## src/rtl/ps2_receiver_if.sv

```systemverilog
// PS/2 receiver signal bundle: raw device lines in, decoded byte and event pulses out.
// The master drives the device lines; the slave is the receiver core.
interface ps2_receiver_if;
  logic       ps2_clock;
  logic       ps2_data;
  logic       ps2_key_pressed;
  logic [7:0] ps2_out;
  logic       ps2_error;

  modport master (
    output ps2_clock, ps2_data,
    input  ps2_key_pressed, ps2_out, ps2_error
  );

  modport slave (
    input  ps2_clock, ps2_data,
    output ps2_key_pressed, ps2_out, ps2_error
  );
endinterface

```

## src/rtl/ps2_receiver.sv

```systemverilog
// PS/2 keyboard frame receiver with glitch filter, parity/stop/timeout checking and break suppression.
// Byte and error pulses appear one cycle after the stop-bit edge is accepted; the device cannot be stalled.
module ps2_receiver #(
  parameter int FILTER_LEN     = 8,
  parameter int TIMEOUT_CYCLES = 50000,
  parameter bit SKIP_BREAK     = 1'b1
) (
  input  logic           clock,
  input  logic           reset,
  ps2_receiver_if.slave  ps2
);

  localparam int FW = (FILTER_LEN > 1) ? $clog2(FILTER_LEN + 1) : 1;
  localparam int TW = $clog2(TIMEOUT_CYCLES + 1);

  typedef enum logic [1:0] {IDLE, DATA, PARITY, STOP} state_t;

  state_t          state_q, state_d;
  logic            clk_s1_q, clk_s2_q, dat_s1_q, dat_s2_q;
  logic            filt_q, filt_d;
  logic [FW-1:0]   filt_cnt_q, filt_cnt_d;
  logic [TW-1:0]   to_cnt_q, to_cnt_d;
  logic [2:0]      bit_cnt_q, bit_cnt_d;
  logic [7:0]      shift_q, shift_d;
  logic            par_q, par_d;
  logic [7:0]      out_q, out_d;
  logic            brk_q, brk_d;
  logic            key_q, key_d;
  logic            err_q, err_d;
  logic            fall;
  logic            timeout;
  logic            frame_ok;

  always_ff @(posedge clock or posedge reset) begin
    if (reset) begin
      state_q    <= IDLE;
      clk_s1_q   <= 1'b1;
      clk_s2_q   <= 1'b1;
      dat_s1_q   <= 1'b1;
      dat_s2_q   <= 1'b1;
      filt_q     <= 1'b1;
      filt_cnt_q <= '0;
      to_cnt_q   <= '0;
      bit_cnt_q  <= '0;
      shift_q    <= '0;
      par_q      <= 1'b0;
      out_q      <= '0;
      brk_q      <= 1'b0;
      key_q      <= 1'b0;
      err_q      <= 1'b0;
    end else begin
      state_q    <= state_d;
      clk_s1_q   <= ps2.ps2_clock;
      clk_s2_q   <= clk_s1_q;
      dat_s1_q   <= ps2.ps2_data;
      dat_s2_q   <= dat_s1_q;
      filt_q     <= filt_d;
      filt_cnt_q <= filt_cnt_d;
      to_cnt_q   <= to_cnt_d;
      bit_cnt_q  <= bit_cnt_d;
      shift_q    <= shift_d;
      par_q      <= par_d;
      out_q      <= out_d;
      brk_q      <= brk_d;
      key_q      <= key_d;
      err_q      <= err_d;
    end
  end

  // The Nth consecutive differing sample flips the filtered level; a 1->0 flip is the sampling edge.
  always_comb begin
    filt_d     = filt_q;
    filt_cnt_d = '0;
    fall       = 1'b0;
    if (clk_s2_q != filt_q) begin
      if (filt_cnt_q == FW'(FILTER_LEN - 1)) begin
        filt_d = clk_s2_q;
        fall   = filt_q;
      end else begin
        filt_cnt_d = filt_cnt_q + 1'b1;
      end
    end
  end

  always_comb begin
    to_cnt_d = to_cnt_q;
    if (state_q == IDLE || fall) begin
      to_cnt_d = '0;
    end else if (to_cnt_q != TW'(TIMEOUT_CYCLES)) begin
      to_cnt_d = to_cnt_q + 1'b1;
    end
  end

  assign timeout  = (state_q != IDLE) && (to_cnt_q == TW'(TIMEOUT_CYCLES)) && !fall;
  assign frame_ok = dat_s2_q && (^{shift_q, par_q});

  always_comb begin
    state_d = state_q;
    if (timeout) begin
      state_d = IDLE;
    end else if (fall) begin
      case (state_q)
        IDLE:    if (!dat_s2_q) state_d = DATA;
        DATA:    if (bit_cnt_q == 3'd7) state_d = PARITY;
        PARITY:  state_d = STOP;
        default: state_d = IDLE;
      endcase
    end
  end

  always_comb begin
    bit_cnt_d = bit_cnt_q;
    shift_d   = shift_q;
    par_d     = par_q;
    out_d     = out_q;
    brk_d     = brk_q;
    key_d     = 1'b0;
    err_d     = 1'b0;
    if (timeout) begin
      err_d     = 1'b1;
      bit_cnt_d = '0;
    end else if (fall) begin
      case (state_q)
        IDLE: bit_cnt_d = '0;
        DATA: begin
          shift_d   = {dat_s2_q, shift_q[7:1]};
          bit_cnt_d = bit_cnt_q + 1'b1;
        end
        PARITY: par_d = dat_s2_q;
        default: begin
          // Break handling only sees good frames, so a corrupted byte leaves break_pending alone.
          if (!frame_ok) begin
            err_d = 1'b1;
          end else if (SKIP_BREAK && brk_q) begin
            brk_d = 1'b0;
          end else if (SKIP_BREAK && shift_q == 8'hF0) begin
            brk_d = 1'b1;
          end else begin
            out_d = shift_q;
            key_d = 1'b1;
          end
        end
      endcase
    end
  end

  assign ps2.ps2_out         = out_q;
  assign ps2.ps2_key_pressed = key_q;
  assign ps2.ps2_error       = err_q;

endmodule

```

## src/flat_wrapper.sv

```systemverilog
// flat-port wrapper written by rule: the top's interface ports become plain ports
module ps2_receiver_flat 
#(
  parameter int FILTER_LEN     = 8,
  parameter int TIMEOUT_CYCLES = 50000,
  parameter bit SKIP_BREAK     = 1'b1
)
  (clock, reset, ps2_ps2_clock, ps2_ps2_data, ps2_ps2_key_pressed, ps2_ps2_out, ps2_ps2_error);
  ps2_receiver_if ps2_i ();
  input  logic clock;
  input  logic reset;
  input wire logic [$bits(ps2_i.ps2_clock)-1:0] ps2_ps2_clock;
  input wire logic [$bits(ps2_i.ps2_data)-1:0] ps2_ps2_data;
  output wire logic [$bits(ps2_i.ps2_key_pressed)-1:0] ps2_ps2_key_pressed;
  output wire logic [$bits(ps2_i.ps2_out)-1:0] ps2_ps2_out;
  output wire logic [$bits(ps2_i.ps2_error)-1:0] ps2_ps2_error;
  assign ps2_i.ps2_clock = ps2_ps2_clock;
  assign ps2_i.ps2_data = ps2_ps2_data;
  assign ps2_ps2_key_pressed = ps2_i.ps2_key_pressed;
  assign ps2_ps2_out = ps2_i.ps2_out;
  assign ps2_ps2_error = ps2_i.ps2_error;
  ps2_receiver #(.FILTER_LEN(FILTER_LEN), .TIMEOUT_CYCLES(TIMEOUT_CYCLES), .SKIP_BREAK(SKIP_BREAK)) u_core (.clock(clock), .reset(reset), .ps2(ps2_i));
endmodule
```

## config.mk

```make
export PLATFORM = sky130hd
export DESIGN_NAME = ps2_receiver_flat
export DESIGN_NICKNAME = d
export VERILOG_FILES = /design/src/rtl/ps2_receiver_if.sv /design/src/rtl/ps2_receiver.sv /design/src/flat_wrapper.sv
export SDC_FILE = /design/constraint.sdc
export NUM_CORES = 1
export LEC_CHECK = 0
export BUFFER_PORTS_ARGS = -buffer_cell sky130_fd_sc_hd__buf_2
export CORE_MARGIN = 4
export CORE_UTILIZATION = 38
export CTS_CLUSTER_DIAMETER = 80
export DETAILED_ROUTE_END_ITERATION = 8
export PLACE_DENSITY = 0.57
export SLEW_MARGIN = 20
export SYNTH_ARGS = -nofsm -noshare
export SYNTH_HDL_FRONTEND = slang
export SYNTH_SLANG_ARGS = --single-unit
```

## constraint.sdc

```tcl
create_clock -name clock -period 2.2 [get_ports clock]
set_clock_uncertainty 0.05 [all_clocks]
set_input_delay 0.66 -clock clock [delete_from_list [all_inputs] [get_ports clock]]
set_output_delay 0.66 -clock clock [all_outputs]
set_load 0.05 [all_outputs]
```

==> flow_summary.json, run 1 <==
{
  "tritoncts": "done",
  "drive_gt1_frac": 0.272,
  "fp-row-count": 28,
  "synthArstFlopShare": 1.00,
  "hold_violations": 0,
  "cts_made_buffers": 5,
  "grt_overflow": 0,
  "vias": 1506,
  "seq_area_sq_um": 1260,
  "nNetsFinal": 240,
  "clk_path_buf_depth": 2,
  "grt_pass1_vias": 1603,
  "outcome": "finished, final reports clean",
  "dr.pass1.iters": 4,
  "synth_fp_nets": 216,
  "dp_hpwl_um": 2920,
  "cts-hold-fix-buffers": 0,
  "vdd_ir_drop_max_mv": 0.426,
  "drv_cap": 0,
  "synth_area_per_cell_sq_um": 11.6,
  "boundaryPins": 14,
  "clock-root-buffer": "clkbuf_8",
  "routedWlPerCell_um": 13.4,
  "synth-main-ff-cell": "dfrtp_1",
  "cts_sinks": 50,
  "power_mw": 1.66,
  "reg2reg_from": "u_core.shift_q[5]",
  "setup_viol": 0,
  "clk_latency_ns": 0.31,
  "setup_ws_ns": 0.159,
  "core_area_sq_um": 5990,
  "final-max-slew-violation-count": 0,
  "fmax_ghz": 0.490,
  "cp.required_ns": 2.34,
  "min_path_type": "in2async",
  "die_area_sq_um": 7530,
  "setup_tns_ns": 0,
  "die_width_um": 86.8,
  "worstSetupEndpointType": "flop",
  "start_util": 0.394,
  "pre_cts_ws_ns": 0.144,
  "synth_cell_types": 39,
  "grt_pass1_wl_um": 7520,
  "synth-seq-cells": 50,
  "finalCritPeriodShare": 0.928,
  "clk_pin_slew_ns": 0.11,
  "powerDensity_nw_per_um2": 626,
  "tightestPinTransition_ns": 0.372,
  "drt-vias-per-instance": 4.97,
  "arrival_ns": 2.19,
  "dr.first_iter.drc_count": 57,
  "critPathKind": "reg2reg",
  "startpoint_type": "flop",
  "route.detailed.drc": 0,
  "grt_max_degree": 22,
  "grtUsageTotal": 0.126,
  "slew_headroom": 0.750,
  "area_growth_pct": 12.6,
  "drt-total-wl_um": 4050,
  "postCtsResizedCells": 0,
  "ys_seq_area_frac": 0.533,
  "io_buffers": 13,
  "multi_input_area_sq_um": 1070,
  "r2r_end": "u_core.ps2.ps2_out[6]",
  "cts_setup_buffers": 0,
  "period_minus_slack_ns": 2.04,
  "fill_cells": 575,
  "synth_area_sq_um": 2360,
  "antenna_found_initial": 0,
  "antennaDiodeCount": 0,
  "synth_edf_count": 0,
  "die_y_um": 86.8,
  "gp_congestion": 0.733,
  "p_leak_nw": 1.25,
  "synthCells": 203,
  "rsz0062_at_grt": "no",
  "yosys_warnings": 0,
  "reg2reg_depth": 5,
  "drtAntennaViolNets": 0,
  "crit_fanout": 8,
  "htreeDepth": 2,
  "rrSetupSlack_ns": 0.16
}
==> worst max-delay path: stages, from the launching register on <==
cell	delay (ns)
dfrtp_1	0.44
xnor2_1	0.17
xnor3_1	0.45
xnor2_2	0.26
nand4_4	0.22
mux2_2	0.32
==> how the worst max path moves through the flow <==
stage / startpoint / end / depth (start not counted)
2_1_floorplan: u_core.filt_cnt_q[0] / u_core.shift_q[0] / 6
3_3_place_gp: u_core.shift_q[5] / u_core.ps2.ps2_out[0] / 5
3_5_place_dp: u_core.shift_q[5] / u_core.ps2.ps2_out[5] / 5
4_1_cts: u_core.shift_q[5] / u_core.ps2.ps2_out[5] / 5
5_1_grt: u_core.shift_q[5] / u_core.ps2.ps2_out[6] / 5
6_report: u_core.shift_q[5] / u_core.ps2.ps2_out[6] / 5
==> kinds of logic (layout without fill, tap and decap cells) <==
logic type      after synthesis  in the layout  synth area share
simple gates                 77             77             0.178
flops                        50             50             0.533
xor+xnor                     20             20            0.0832
mux                          20             20            0.0954
compound gates               18             18            0.0477
fa+ha+maj                     9              9            0.0477
buf+inv                       9             34            0.0148
==> placed cells by master (no fill, tap or decap), types with 5 or more instances in the layout <==
master,instances
a21oi_1,5
buf_2,13
buf_4,7
clkbuf_8,5
dfrtp_1,45
dfstp_2,5
ha_1,9
inv_1,5
mux2_2,20
nand2_1,16
nand3_1,5
nand4_1,5
nor2_1,22
o21ai_0,7
xnor2_1,11
xor2_1,7
==> report_power, final <==
| group | switching (mW) | internal, mW | total [mW] |
|---|---|---|---|
| Combinational | 0.0540 | 0.0443 | 0.0983 |
| Sequential | 0.0261 | 0.961 | 0.987 |
| Clock | 0.340 | 0.238 | 0.579 |
| Total | 0.420 | 1.24 | 1.66 |
==> cell usage after synthesis, types with 5 or more instances <==
master   number  share of area
a21oi_1       5          0.011
nand3_1       5          0.011
nand2_1      16          0.025
xnor2_1      11          0.041
mux2_2       20          0.095
inv_1         6         0.0095
o21ai_0       7          0.015
ha_1          9          0.048
nand4_1       5          0.013
dfrtp_1      45           0.48
dfstp_2       5          0.056
xor2_1        7          0.026
nor2_1       22          0.035
==> stage by stage <==
step	area (sq um)	instances	hold WS [ns]	util
after floorplan	2360	203	0.295	-
after global placement	2560	295	0.297	0.427
after detailed placement	2560	295	0.298	0.427
after CTS	2660	303	0.241	0.443
after global routing	2660	303	0.238	0.443
final	2660	303	0.229	0.443
==> layer usage <==
metal / global-route usage / share of wire
met3: 0.0285 / 0.027
met1: 0.167 / 0.49
met4: 0.0425 / 0.011
met5: 0 / 0
met2: 0.204 / 0.47
==> state kept, by name, summed over array words and instances (netlist names) <==
| signal | flops |
|---|---|
| u_core.to_cnt_q | 16 |
| u_core.ps2.ps2_out | 8 |
| u_core.shift_q | 8 |
| u_core.filt_cnt_q | 4 |
| u_core.bit_cnt_q | 3 |
| u_core.state_q | 2 |
| u_core.brk_q | 1 |
| u_core.clk_s1_q | 1 |
| u_core.clk_s2_q | 1 |
| u_core.dat_s1_q | 1 |
| u_core.dat_s2_q | 1 |
| u_core.filt_q | 1 |
| u_core.par_q | 1 |
| u_core.ps2.ps2_error | 1 |
| u_core.ps2.ps2_key_pressed | 1 |
==> final cells by class <==
cell class | instances | share of cell area
sequential | 50 | 0.473
multi-input combinational | 144 | 0.402
timing repair buffer | 20 | 0.0443
tap | 75 | 0.0353
clock buffer | 5 | 0.0259
clock inverter | 3 | 0.0108
inverter | 6 | 0.00848
Note: power is estimated with default switching activity, not from simulation.
==> run 2: changes to the inputs <==
- PLACE_DENSITY: 0.57 -> not set
- REMOVE_ABC_BUFFERS: not set -> 1
==> run 2 against run 1 <==
Against the previous run: utilization is 0.27 points higher; routed wire length shrank 0.44%; sequential power barely moved; combinational power about the same; critical endpoint unchanged.
==> flow_summary.json, run 2 (synthesis results as in run 1) <==
{
  "clk_latency_ns": 0.30,
  "route.detailed.drc": 0,
  "grtUsageTotal": 0.124,
  "routedWlPerCell_um": 13.4,
  "die_y_um": 86.8,
  "period_minus_slack_ns": 2.02,
  "worstSetupEndpointType": "flop",
  "arrival_ns": 2.16,
  "outcome": "finished, final reports clean",
  "cts_setup_buffers": 0,
  "crit_fanout": 8,
  "clock-root-buffer": "clkbuf_8",
  "gp_congestion": 0.714,
  "dp_hpwl_um": 2840,
  "final-max-slew-violation-count": 0,
  "min_path_type": "in2async",
  "grt_max_degree": 23,
  "hold_violations": 0,
  "final_area_sq_um": 2670,
  "setup_tns_ns": 0,
  "core_area_sq_um": 5990,
  "drt-total-wl_um": 4040,
  "p_leak_nw": 1.26,
  "seq_area_sq_um": 1260,
  "drtAntennaViolNets": 0,
  "fill_cells": 568,
  "layout_commonest_cell": "dfrtp_1",
  "vias": 1511,
  "antennaDiodeCount": 0,
  "regMostFlops": "u_core.to_cnt_q",
  "clk_pin_slew_ns": 0.09,
  "cp.required_ns": 2.34,
  "powerDensity_nw_per_um2": 665,
  "finalCritPeriodShare": 0.916,
  "vdd_ir_drop_max_mv": 0.369,
  "slew_headroom": 0.699,
  "drv_cap": 0,
  "die_width_um": 86.8,
  "nNetsFinal": 239,
  "critPathKind": "reg2reg",
  "drt-vias-per-instance": 5.00,
  "final_cell_mix": "dfrtp_1, nor2_1, mux2_2",
  "multi_input_area_sq_um": 1070,
  "postCtsResizedCells": 0,
  "io_buffers": 13,
  "start_util": 0.394,
  "grt_pass1_wl_um": 7410,
  "dpl-instance-area_sq_um": 2550,
  "largest_reg_flops": 16,
  "cts_made_buffers": 5,
  "drive_gt1_frac": 0.269,
  "startpoint_type": "flop",
  "dr.pass1.iters": 4,
  "rsz0062_at_grt": "no",
  "tritoncts": "done",
  "setup_viol": 0,
  "htreeDepth": 2,
  "cts-hold-fix-buffers": 0,
  "fmax_ghz": 0.496,
  "cts_sinks": 50,
  "antenna_found_initial": 0,
  "dr.first_iter.drc_count": 67,
  "fp-row-count": 28,
  "die_area_sq_um": 7530,
  "area_growth_pct": 13.3,
  "tightestPinTransition_ns": 0.451,
  "boundaryPins": 14,
  "grt_pass1_vias": 1636,
  "grt_overflow": 0,
  "clk_path_buf_depth": 2
}
-- run 2: cell types whose count changed in the layout (fill, tap and decap cells not counted), sizes merged --
cell | previous run | this run
bufinv | 0 | 1
buf | 20 | 19
clkbuf | 5 | 6
clkinv | 1 | 0
inv | 8 | 7
-- run 2: worst paths after layout --
kind	startpoint	endpoint	slack, ns	depth (start not counted)
max	u_core.shift_q[5]	u_core.ps2.ps2_out[6]	0.18	5
min	reset	u_core.ps2.ps2_out[7]	0.30	2
max reg2reg	u_core.shift_q[5]	u_core.ps2.ps2_out[6]	0.18	5
min reg2reg	u_core.clk_s1_q	u_core.clk_s2_q	0.31	0
max in group asynchronous	reset	u_core.ps2.ps2_out[0]	1.27	3
min in group clock	u_core.clk_s1_q	u_core.clk_s2_q	0.31	0
-- run 2: routing by layer --
layer  track usage  wire length, um
met3        0.0371              106
met5             0                0
met4        0.0340               25
met1         0.159             1980
met2         0.204             1920
-- run 2: power breakdown --
| group | switching (mW) | internal [mW] | total, mW |
|---|---|---|---|
| Sequential | 0.0256 | 0.961 | 0.986 |
| Clock | 0.315 | 0.374 | 0.689 |
| Combinational | 0.0559 | 0.0453 | 0.101 |
| Total | 0.397 | 1.38 | 1.78 |
-- run 2: final cells by class --
| type | instances | area share |
|---|---|---|
| clock buffer | 6 | 0.0309 |
| timing repair buffer | 19 | 0.0412 |
| clock inverter | 2 | 0.0145 |
| multi-input combinational | 144 | 0.399 |
| tap | 75 | 0.0351 |
| sequential | 50 | 0.471 |
| inverter | 6 | 0.00843 |
-- run 2: metrics by stage --
step | util | setup slack (ns) | std cells | hold slack (ns) | power, mW
2_1_floorplan | - | 0.297 | 200 | 0.295 | 1.08
3_3_place_gp | 0.426 | 0.201 | 294 | 0.296 | 1.10
3_5_place_dp | 0.426 | 0.179 | 294 | 0.299 | 1.11
4_1_cts | 0.446 | 0.153 | 302 | 0.305 | 1.81
5_1_grt | 0.446 | 0.0283 | 302 | 0.323 | 1.87
6_report | 0.446 | 0.184 | 302 | 0.297 | 1.78
-- run 2: critical path, stage by stage (launching register included) --
cell and delay (ns):
dfrtp_1 0.43, xnor2_1 0.17, xnor3_1 0.44, xnor2_2 0.26
nand4_4 0.22, mux2_2 0.32
==> run 3: changes to the inputs <==
- RECOVER_POWER: not set -> 25
- clock period: 2.2 -> 1.83 ns (I/O delays scaled with it)
==> run 3 against run 2 <==
Against the previous run: the flow now finishes with violations (negative setup slack); fmax up 5.0%; worst setup slack worse by 0.27 ns; critical path type unchanged; register-to-register slack worse by 0.27 ns; die area unchanged; design area up 4.7%; power up 11%.
==> flow_summary.json, run 3 (synthesis results as in run 1) <==
{
  "htreeDepth": 2,
  "tritoncts": "done",
  "path_cells": "xnor2_1 -> xnor3_1 -> xnor2_2 -> buf_4 -> nand3_2 -> mux2_2",
  "die_width_um": 86.8,
  "startpoint_type": "flop",
  "cts-hold-fix-buffers": 0,
  "final-max-slew-violation-count": 0,
  "drive_gt1_frac": 0.332,
  "drt-vias-per-instance": 4.85,
  "violations": "negative setup slack",
  "dr.pass1.iters": 5,
  "cts_sinks": 50,
  "clock-root-buffer": "clkbuf_8",
  "slowest_stage": "xnor3_1",
  "rsz0062_at_grt": "yes",
  "grt_overflow": 0,
  "outcome": "complete, but fails checks",
  "cp.required_ns": 1.97,
  "io_buffers": 13,
  "rrSetupSlack_ns": -0.09,
  "fp-row-count": 28,
  "path_buf_inv": 1,
  "min_path_type": "in2reg",
  "grt_pass1_wl_um": 7550,
  "p_leak_nw": 1.35,
  "boundaryPins": 14,
  "layout_commonest_cell": "dfrtp_1",
  "largest_reg_flops": 16,
  "grt_pass1_vias": 1632,
  "vias": 1546,
  "critPathKind": "reg2reg",
  "regMostFlops": "u_core.to_cnt_q",
  "antennaDiodeCount": 0,
  "clk_latency_ns": 0.30,
  "fmax_ghz": 0.521,
  "cts_made_buffers": 5,
  "fill_cells": 554,
  "grtUsageTotal": 0.128,
  "crit_end": "u_core.brk_q",
  "setup_tns_ns": -0.661,
  "start_util": 0.394,
  "route.detailed.drc": 0,
  "hold_violations": 0,
  "nNetsFinal": 256,
  "arrival_ns": 2.06,
  "reg2reg_depth": 6,
  "crit_cells": 6,
  "die_y_um": 86.8,
  "antenna_found_initial": 0,
  "reg2reg_from": "u_core.shift_q[0]",
  "fin_util": 0.467,
  "vdd_ir_drop_max_mv": 0.438,
  "drtAntennaViolNets": 0,
  "worstSetupEndpointType": "flop",
  "routedWlPerCell_um": 12.7,
  "dr.first_iter.drc_count": 52,
  "core_area_sq_um": 5990,
  "power_mw": 1.97,
  "cp-startpoint": "u_core.shift_q[0]",
  "die_area_sq_um": 7530,
  "gp_congestion": 0.744,
  "setup_ws_ns": -0.0898,
  "crit_fanout": 2,
  "drt-total-wl_um": 4060,
  "powerDensity_nw_per_um2": 702,
  "area_growth_pct": 18.6,
  "clk_pin_slew_ns": 0.09,
  "r2r_end": "u_core.brk_q",
  "path_delay_family": "XOR/XNOR gates",
  "period_minus_slack_ns": 1.92,
  "slew_headroom": 0.428,
  "dp_hpwl_um": 2900,
  "grt_max_degree": 37,
  "tightestPinTransition_ns": 0.858,
  "pre_cts_ws_ns": -0.118,
  "clk_path_buf_depth": 2,
  "critPathMaxStageDelay_ns": 0.45,
  "final_cell_mix": "dfrtp_1, nor2_1, buf_4",
  "finalCritPeriodShare": 1.05,
  "setup_viol": 9,
  "drv_cap": 0
}
[run 3: cell type report]
type                            count  area (sq um)  share of cell area
Sequential cell                    50          1260               0.449
Inverter                            6          22.5             0.00805
Clock buffer                        6          72.6              0.0259
Timing Repair Buffer               36           231              0.0827
Tap cell                           75          93.8              0.0335
Clock inverter                      2          13.8             0.00492
Multi-Input combinational cell    144          1110               0.396
[run 3: timing repair]
| action | 4_1_cts | 5_1_grt |
|---|---|---|
| endpoints found under the setup margin | 11 | 33 |
| resized for setup | 4 | 5 |
| pin swaps | 5 | 1 |
| setup buffers | 1 | 0 |
| hold endpoints to repair | 0 | 0 |
[run 3: worst min path at each step]
stage / to / from / cells past startpoint / slack [ns]
global route: u_core.dat_s1_q / ps2_ps2_data / 1 / 0.27
global placement: u_core.clk_s2_q / u_core.clk_s1_q / 0 / 0.30
detailed placement: u_core.dat_s2_q / u_core.dat_s1_q / 0 / 0.30
CTS: u_core.to_cnt_q[6] / reset / 3 / 0.19
finish: u_core.dat_s1_q / ps2_ps2_data / 1 / 0.29
floorplan: u_core.clk_s2_q / u_core.clk_s1_q / 0 / 0.30
[run 3: stage by stage]
step	area (sq um)	instances	hold WS, ns
finish	2800	319	0.289
global route	2800	319	0.266
CTS	2780	319	0.187
detailed placement	2670	310	0.301
global placement	2670	310	0.296
floorplan	2350	200	0.295
[run 3: per-layer routing]
metal  global-route usage  wire (um)
met1                0.167       2050
met2                0.203       1830
met3               0.0266         97
met4               0.0595         85
met5                    0          0
[run 3: where the power goes]
| part | total, mW | internal, mW | switching (mW) |
|---|---|---|---|
| clock network | 0.639 | 0.273 | 0.366 |
| logic | 0.142 | 0.0690 | 0.0726 |
| registers | 1.18 | 1.16 | 0.0292 |
